==> src/rtl/dac_pkg.sv <==
// Shared types and constants for the DAC sample scheduler and its sample FIFO.
package dac_pkg;

   localparam int unsigned      DAC_W        = 8;
   localparam logic [DAC_W-1:0] DAC_MIDSCALE = 8'h80;

   typedef enum logic [1:0] {
      StIdle,
      StFill,
      StRun
   } sched_state_e;

   function automatic logic [15:0] sat_inc16(input logic [15:0] v);
      return (v == 16'hFFFF) ? v : v + 16'd1;
   endfunction

endpackage

==> src/rtl/dac_sample_fifo.sv <==
// Small synchronous sample FIFO; pointers carry one extra wrap bit for full/empty.
module dac_sample_fifo
   import dac_pkg::*;
#(
   parameter int unsigned FIFO_AW = 2
) (
   input  logic             clk,
   input  logic             rst,
   input  logic             i_flush,
   input  logic             i_push,
   input  logic [DAC_W-1:0] i_data,
   input  logic             i_pop,
   output logic [DAC_W-1:0] o_head,
   output logic             o_full,
   output logic             o_empty,
   output logic [FIFO_AW:0] o_level
);

   localparam int unsigned      Depth  = 2 ** FIFO_AW;
   localparam logic [FIFO_AW:0] PtrOne = (FIFO_AW + 1)'(1);

   logic [DAC_W-1:0] r_mem [Depth];
   logic [FIFO_AW:0] r_wr_ptr;
   logic [FIFO_AW:0] r_rd_ptr;

   always_ff @(posedge clk or posedge rst) begin
      if (rst) begin
         r_wr_ptr <= '0;
         r_rd_ptr <= '0;
      end else if (i_flush) begin
         r_wr_ptr <= '0;
         r_rd_ptr <= '0;
      end else begin
         if (i_push) begin
            r_wr_ptr <= r_wr_ptr + PtrOne;
         end
         if (i_pop) begin
            r_rd_ptr <= r_rd_ptr + PtrOne;
         end
      end
   end

   // Storage needs no reset: a slot is only read after it has been written.
   always_ff @(posedge clk) begin
      if (i_push && !i_flush) begin
         r_mem[r_wr_ptr[FIFO_AW-1:0]] <= i_data;
      end
   end

   assign o_head  = r_mem[r_rd_ptr[FIFO_AW-1:0]];
   assign o_empty = (r_wr_ptr == r_rd_ptr);
   assign o_full  = (r_wr_ptr[FIFO_AW] != r_rd_ptr[FIFO_AW]) &&
                    (r_wr_ptr[FIFO_AW-1:0] == r_rd_ptr[FIFO_AW-1:0]);
   assign o_level = r_wr_ptr - r_rd_ptr;

endmodule

==> src/rtl/dac_sample_scheduler.sv <==
// Buffers audio samples and presents one DAC input word every 2^OSR_LOG2 clocks.
// Optional sticky underrun counter (underrun_cnt port): define DAC_SCHED_UNDERRUN_CNT_EN.
module dac_sample_scheduler
   import dac_pkg::*;
#(
   parameter int unsigned OSR_LOG2   = 10,
   parameter int unsigned FIFO_AW    = 2,
   parameter int unsigned FILL_LEVEL = 4
) (
   input  logic             clk,
   input  logic             rst,
   input  logic             enable,
   input  logic             mute,
   input  logic             s_valid,
   input  logic [DAC_W-1:0] s_data,
   output logic             s_ready,
   input  logic             clear_underrun,
   output logic [DAC_W-1:0] dac_din,
   output logic             sample_tick,
   output logic             underrun,
   output logic [FIFO_AW:0] fifo_level
`ifdef DAC_SCHED_UNDERRUN_CNT_EN
   ,
   output logic [15:0]      underrun_cnt
`endif
);

   localparam logic [OSR_LOG2-1:0] OsrMax  = '1;
   localparam logic [OSR_LOG2-1:0] OsrOne  = OSR_LOG2'(1);
   localparam logic [FIFO_AW:0]    FillLvl = (FIFO_AW + 1)'(FILL_LEVEL);

   sched_state_e        r_state;
   logic [OSR_LOG2-1:0] r_osr_cnt;
   logic [DAC_W-1:0]    r_dac_din;
   logic                r_tick;
   logic                r_underrun;

   logic             w_full;
   logic             w_empty;
   logic [DAC_W-1:0] w_head;
   logic [FIFO_AW:0] w_level;
   logic             w_push;
   logic             w_pop;
   logic             w_tick;
   logic             w_underrun_set;

   assign s_ready        = enable && !w_full;
   assign w_push         = s_valid && s_ready;
   assign w_tick         = enable && (r_state == StRun) && (r_osr_cnt == OsrMax);
   // A same-cycle push is invisible to the pop: an empty tick is an underrun.
   assign w_pop          = w_tick && !w_empty;
   assign w_underrun_set = w_tick && w_empty;

   dac_sample_fifo #(
      .FIFO_AW (FIFO_AW)
   ) u_fifo (
      .clk     (clk),
      .rst     (rst),
      .i_flush (!enable),
      .i_push  (w_push),
      .i_data  (s_data),
      .i_pop   (w_pop),
      .o_head  (w_head),
      .o_full  (w_full),
      .o_empty (w_empty),
      .o_level (w_level)
   );

   always_ff @(posedge clk or posedge rst) begin
      if (rst) begin
         r_state   <= StIdle;
         r_osr_cnt <= '0;
         r_dac_din <= DAC_MIDSCALE;
         r_tick    <= 1'b0;
      end else if (!enable) begin
         r_state   <= StIdle;
         r_osr_cnt <= '0;
         r_dac_din <= DAC_MIDSCALE;
         r_tick    <= 1'b0;
      end else begin
         r_tick <= 1'b0;
         case (r_state)
            StIdle: begin
               r_state   <= StFill;
               r_osr_cnt <= '0;
            end
            StFill: begin
               if (w_level >= FillLvl) begin
                  r_state   <= StRun;
                  r_osr_cnt <= OsrMax;
               end
            end
            StRun: begin
               r_osr_cnt <= r_osr_cnt + OsrOne;
               if (w_tick) begin
                  r_tick <= 1'b1;
                  if (mute) begin
                     r_dac_din <= DAC_MIDSCALE;
                  end else if (!w_empty) begin
                     r_dac_din <= w_head;
                  end
               end
            end
            default: begin
               r_state <= StIdle;
            end
         endcase
      end
   end

   // Sticky flag survives disable; a new underrun beats a same-cycle clear.
   always_ff @(posedge clk or posedge rst) begin
      if (rst) begin
         r_underrun <= 1'b0;
      end else if (w_underrun_set) begin
         r_underrun <= 1'b1;
      end else if (clear_underrun) begin
         r_underrun <= 1'b0;
      end
   end

`ifdef DAC_SCHED_UNDERRUN_CNT_EN
   logic [15:0] r_underrun_cnt;

   always_ff @(posedge clk or posedge rst) begin
      if (rst) begin
         r_underrun_cnt <= '0;
      end else if (w_underrun_set) begin
         r_underrun_cnt <= sat_inc16(r_underrun_cnt);
      end else if (clear_underrun) begin
         r_underrun_cnt <= '0;
      end
   end

   assign underrun_cnt = r_underrun_cnt;
`endif

   assign dac_din     = r_dac_din;
   assign sample_tick = r_tick;
   assign underrun    = r_underrun;
   assign fifo_level  = w_level;

endmodule

==> config.mk <==
export PLATFORM = sky130hd
export DESIGN_NAME = dac_sample_scheduler
export DESIGN_NICKNAME = d
export VERILOG_FILES = /design/src/rtl/dac_pkg.sv /design/src/rtl/dac_sample_fifo.sv /design/src/rtl/dac_sample_scheduler.sv
export SDC_FILE = /design/constraint.sdc
export NUM_CORES = 1
export LEC_CHECK = 0
export ABC_AREA = 1
export BUFFER_PORTS_ARGS = -buffer_cell sky130_fd_sc_hd__buf_2
export CAP_MARGIN = 30
export CORE_UTILIZATION = 47
export CTS_BUF_LIST = sky130_fd_sc_hd__clkbuf_16
export CTS_CLUSTER_DIAMETER = 80
export DETAILED_ROUTE_END_ITERATION = 7
export GPL_TIMING_DRIVEN = 0
export PLACE_DENSITY_LB_ADDON = 0.3
export SYNTH_ARGS = -nofsm -noshare
export SYNTH_HDL_FRONTEND = slang
export SYNTH_SLANG_ARGS = --single-unit
==> constraint.sdc <==
create_clock -name clk -period 4.6 [get_ports clk]
set_clock_uncertainty 0.2 [all_clocks]
set_input_delay 0.23 -clock clk [delete_from_list [all_inputs] [get_ports clk]]
set_output_delay 0.23 -clock clk [all_outputs]
set_load 0.005 [all_outputs]
Word level (Yosys, flattened, before mapping)
Memories as Yosys holds them, arrays and structs flattened.
Index checks and enable logic that the tools add are counted.

word-level totals
  bits in writable memories = 32
  input port bits = 14
  memories kept = 1
  register bits after elaboration = 28

memory list
  name          words  width  read ports  clocked after memory_dff  wr ports  RTL line               RTL
  u_fifo.r_mem  4      8      1           0                         1         dac_sample_fifo.sv:22  logic [DAC_W-1:0] r_mem [Depth];

operators by class
  reduce and logical (&&, ||, !) cells = 15
  add/subtract/negate cells = 4
  order comparisons = 1
  muxes and demuxes = 22
  eq/ne operators = 14

operators with widths
  operator                                                                 number
  8-bit 2-to-1 mux                                                         5
  10-bit case mux with 3 select lines                                      1
  10-bit 2-to-1 mux                                                        2
  3-bit 2-to-1 mux                                                         4
  10-bit by 1-bit adder with 10-bit output, second input constant          1
  10-bit == test, second input constant                                    1
  1-bit logical AND                                                        8
  2-bit by 1-bit inequality test with 1-bit output, second input constant  4
  1-bit 2-to-1 mux                                                         7
  3-bit by 1-bit adder with 3-bit output, second input constant            2
  3-bit inequality test, second input constant                             2
  2-bit case mux with 3 select lines                                       1
  2-bit 2-to-1 mux                                                         2
  4-bit by 1-bit inequality test with 1-bit output, second input constant  1
  2-bit AND reduction                                                      2
  3-bit == test                                                            1
  3-bit greater-or-equal comparator, second input constant                 1
  3-bit AND reduction                                                      1
  3-bit subtractor                                                         1
  2-bit by 1-bit == test with 1-bit output, second input constant          1
  2-bit == test                                                            1
  2-bit == test, second input constant                                     1
  1-bit logical NOT                                                        2
  2-bit logical NOT                                                        1
  other kinds (3)                                                          3

Logic depth before layout (Yosys ltp)
  depth in word-level cells = 8
  depth in mapped cells = 11

Cells and area by module
Synthesis repeated with hierarchy kept, for this count alone.

second synthesis, totals
  cells, all modules = 371
  area, all modules = 3248.1 um^2

modules (own cells, without submodules)
  module                cells an instance  instances  area an instance (um^2)
  dac_sample_fifo       188                1          1906.8
  dac_sample_scheduler  183                1          1341.3

Worst setup path before layout
Ideal clock, no wire load.

  kind = register to register
  start = register u_fifo.r_rd_ptr[1]
  end = memory u_fifo.r_mem[0][0], enable pin
  path buffers = 1
  arrival = 1.691 ns
  library setup time = 0.371 ns
  setup slack = 2.338 ns
  cell stages (with the launch flop) = 7
  required time = 4.029 ns
  clock period less this slack = 2.262 ns
  cell sequence = dfrtp_1 -> buf_2 -> clkinv_1 -> ha_1 -> nand3_1 -> nand3_2 -> nor2_1

between the ends
  longest elaborated chain between the ends = 8

ends and longest elaborated chain
  item                                    RTL line                    RTL
  start: declaration                      dac_sample_fifo.sv:24       logic [FIFO_AW:0] r_rd_ptr;
  start signal: assignment                dac_sample_fifo.sv:38       r_rd_ptr <= r_rd_ptr + PtrOne;
  2-bit == test                           dac_sample_fifo.sv:53       (r_wr_ptr[FIFO_AW-1:0] == r_rd_ptr[FIFO_AW-1:0]);
  1-bit logical AND                       dac_sample_fifo.sv:52       assign o_full = (r_wr_ptr[FIFO_AW] != r_rd_ptr[FIFO_AW]) &&
  1-bit logical NOT                       dac_sample_scheduler.sv:47  assign s_ready = enable && !w_full;
  1-bit logical AND                       dac_sample_scheduler.sv:47
  1-bit logical AND                       dac_sample_scheduler.sv:48  assign w_push = s_valid && s_ready;
  1-bit logical AND                       dac_sample_fifo.sv:45       if (i_push && !i_flush) begin
  1-bit 2-to-1 mux                        dac_sample_fifo.sv:45
  1-bit 2-to-1 mux (implied by the code)  dac_sample_fifo.sv:46       r_mem[r_wr_ptr[FIFO_AW-1:0]] <= i_data;
  end: declaration                        dac_sample_fifo.sv:22

No other way between the ends.

Worst setup path in the final report
  start = register u_fifo.r_rd_ptr[1]
  end = memory u_fifo.r_mem[1][7], enable pin

Same word-level chain as after synthesis.

==> impl_metrics.env <==
export IMPL_status="finished clean"
export IMPL_synth_most_common_cell="nand2_1"
export IMPL_timing_final_crit_share=0.621
export IMPL_wl_mm=6.12
export IMPL_async_reset_ff_frac=0.467
export IMPL_die_y_um=83.0
export IMPL_grt_remaining_overflow=0
export IMPL_ctsRootBufferMaster="clkbuf_16"
export IMPL_avgRoutedWirePerCell_um=13.5
export IMPL_synth_edf_count=32
export IMPL_met1_usage=0.221
export IMPL_routed_via_density=5.06
export IMPL_top_usage_layer="met2"
export IMPL_drive_above_1_share=0.237
export IMPL_rows=29
export IMPL_port_buffers=27
export IMPL_track_usage=0.190
export IMPL_relSlewSlack=0.449
export IMPL_grt_use_met2=0.321
export IMPL_start_util=0.485
export IMPL_crit_required_ns=4.35
export IMPL_n_antenna_cell=0
export IMPL_clockBufferDepth=2
export IMPL_die_width_um=83.0
export IMPL_leakage_nw=1.76
export IMPL_core_area_um2=6350
export IMPL_swShare=0.288
export IMPL_p_switching_mw=0.461
export IMPL_finalHoldViolCount=0
export IMPL_path_class="flip-flop to flip-flop"
export IMPL_n_fill_cell=532
export IMPL_preCtsSetupSlack_ns=1.74
export IMPL_use_met3=0.0517
export IMPL_antenna_found_initial=0
export IMPL_post_cts_buffers=0
export IMPL_synth_cells=321
export IMPL_multiInputGateArea_um2=1220
export IMPL_ys_seq_area_frac=0.540
export IMPL_synth_seq_cells=60
export IMPL_clk_pin_slew_worst_paths_ns=0.05
export IMPL_worst_setup_path_end_kind="flip-flop"
export IMPL_grt_pass1_vias=2257
export IMPL_powerDensity_nw_per_um2=428
export IMPL_yosysWarnings=0
export IMPL_synthToLayoutAreaGrowth_pct=21.5
export IMPL_seq_area_um2=1660
export IMPL_synth_common_cells="96 x nand2_1, 32 x edfxtp_1, 30 x inv_1, 27 x dfrtp_1, 21 x nor2_1"
export IMPL_pwr_share_seq=0.410
export IMPL_drt_initial_drc_count=104
export IMPL_finalNetCount=398
export IMPL_final_max_slew_viol_count=0
export IMPL_ir_drop_uv=234
export IMPL_tritoncts="done"
export IMPL_critPathLaunchType="flip-flop"
export IMPL_comb_power_share=0.184
export IMPL_firstDrtPassIters=4
export IMPL_grt_pass1_wl_mm=10.1
export IMPL_clock_fmax_ghz=0.350
export IMPL_worst_slew_pin_slew_ns=0.823
export IMPL_synth_main_ff_cell="edfxtp_1"
export IMPL_hold_ws_ns=0.0578
export IMPL_hp_class="primary input to flip-flop"
export IMPL_fin_ws_ns=1.74
export IMPL_globalplace_congestion=0.760
export IMPL_dieArea_um2=6880
export IMPL_io_pins=28
export IMPL_finalSetupTns_ns=0
export IMPL_synthDominantCellAreaShare=0.312
export IMPL_vias=2294
export IMPL_grt_max_degree=18
export IMPL_crit_path_max_fanout=10
export IMPL_post_route_min_period_ns=2.86
export IMPL_avgSynthCellArea_um2=9.60
export IMPL_rsz0062_at_grt="false"
export IMPL_intPower_mw=1.14
export IMPL_maxCapViolCount=0
export IMPL_ys_types=33
export IMPL_final_antenna_net_count=0
export IMPL_cts_made_buffers=9
export IMPL_synth_nets=348
export IMPL_crit_arrival_ns=2.60
export IMPL_final_setup_viol_count=0
export IMPL_synth_top_area_cell="edfxtp_1"
export IMPL_synth_area_leaders="edfxtp_1 31%, dfrtp_1 22%, nand2_1 12%"
export IMPL_dp_hpwl_mm=4.13
export IMPL_power_frac_clock=0.406
export IMPL_cts_sinks=60
export IMPL_route_detailed_drc=0
export IMPL_clock_latency_ns=0.33
export IMPL_syn_cell_area_um2=3080
export IMPL_cts_htree_levels=3
-- power by group through the flow --
stage	registers (mW)	logic, mW	clock network, mW
floorplan	0.656	0.217	0
global placement	0.663	0.280	0
detailed placement	0.665	0.290	0
CTS	0.656	0.298	0.653
global route	0.662	0.336	0.680
finish	0.657	0.295	0.650
-- worst max-delay path, stage by stage (launching register included) --
cell and delay (ns):
dfrtp_1 0.39, buf_2 0.24, clkinv_1 0.31, ha_1 0.42, nand3_1 0.11, nand3_2 0.14
nor2_1 0.67
-- repair_timing --
action / 4_1_cts / 5_1_grt
setup endpoints to repair: 0 / 0
hold buffers: 11 / 0
endpoints found under the hold margin: 45 / 0
resized for setup: 0 / 0
-- kinds of logic (layout without fill, tap and decap cells) --
family	Yosys count	after routing	share of synthesized area
adder cells (fa/ha/maj)	13	13	0.0552
AND/OR/NAND/NOR	162	162	0.257
AO/OA/AOI/OAI	40	40	0.0788
buffers and inverters	44	99	0.0633
XOR/XNOR	2	2	0.00569
flip-flops	60	60	0.540
-- layer usage --
layer / wire [µm] / vias up
li1: - / 1147
met2: 2980 / 52
met1: 2750 / 1080
met5: 0 / -
met4: 120 / 0
met3: 273 / 15
-- cells in the final DEF (no fill, tap or decap), drive strengths merged --
cell type	instances
edfxtp	32
clkbuf	10
a31oi	1
nand3	17
o211ai	2
o22ai	8
nor2	32
dfrtp	27
inv	34
buf	36
ha	12
nand4	4
fa	1
dlygate4sd3	11
clkinvlp	3
xor2	2
or2	1
clkinv	4
dfstp	1
nand2	107
o21ai	26
nand3b	1
bufinv	1
a21oi	3
-- through the flow --
step	util	cell area, µm²	total power [mW]	instances
CTS	0.590	3740	1.61	453
detailed placement	0.526	3340	0.955	426
floorplan	-	3080	0.873	321
global route	0.590	3740	1.68	453
global placement	0.522	3310	0.943	425
finish	0.590	3740	1.60	453
-- flip-flops by register name (all words and copies together) (netlist names) --
register and flops:
u_fifo.r_mem 32, u_fifo.r_wr_ptr 3, underrun 1, r_state 2, dac_din 8, u_fifo.r_rd_ptr 3
r_osr_cnt 10, sample_tick 1
-- worst paths after layout --
path	slack, ns	end	depth (start not counted)	startpoint
min	0.06	dac_din[4]$_DFFE_PP0P_	4	mute
max reg2reg	1.74	u_fifo.r_mem[1][7]$_DFFE_PP_	6	u_fifo.r_rd_ptr[1]$_DFFE_PP0P_
max	1.74	u_fifo.r_mem[1][7]$_DFFE_PP_	6	u_fifo.r_rd_ptr[1]$_DFFE_PP0P_
min reg2reg	0.28	dac_din[7]$_DFFE_PP1P_	2	dac_din[7]$_DFFE_PP1P_
min in group asynchronous	0.30	underrun$_DFFE_PP0P_	3	rst
max in group asynchronous	3.34	dac_din[7]$_DFFE_PP1P_	4	rst
-- area by class of cell --
class,count,area share
flip-flops and latches,60,0.444
multi-input cells,217,0.327
repair buffers,39,0.0728
clock buffers,9,0.0601
inverters,35,0.0351
well taps,77,0.0257
clock inverters,7,0.0184
plain buffers,9,0.0170
(Power assumes the default switching activity.)
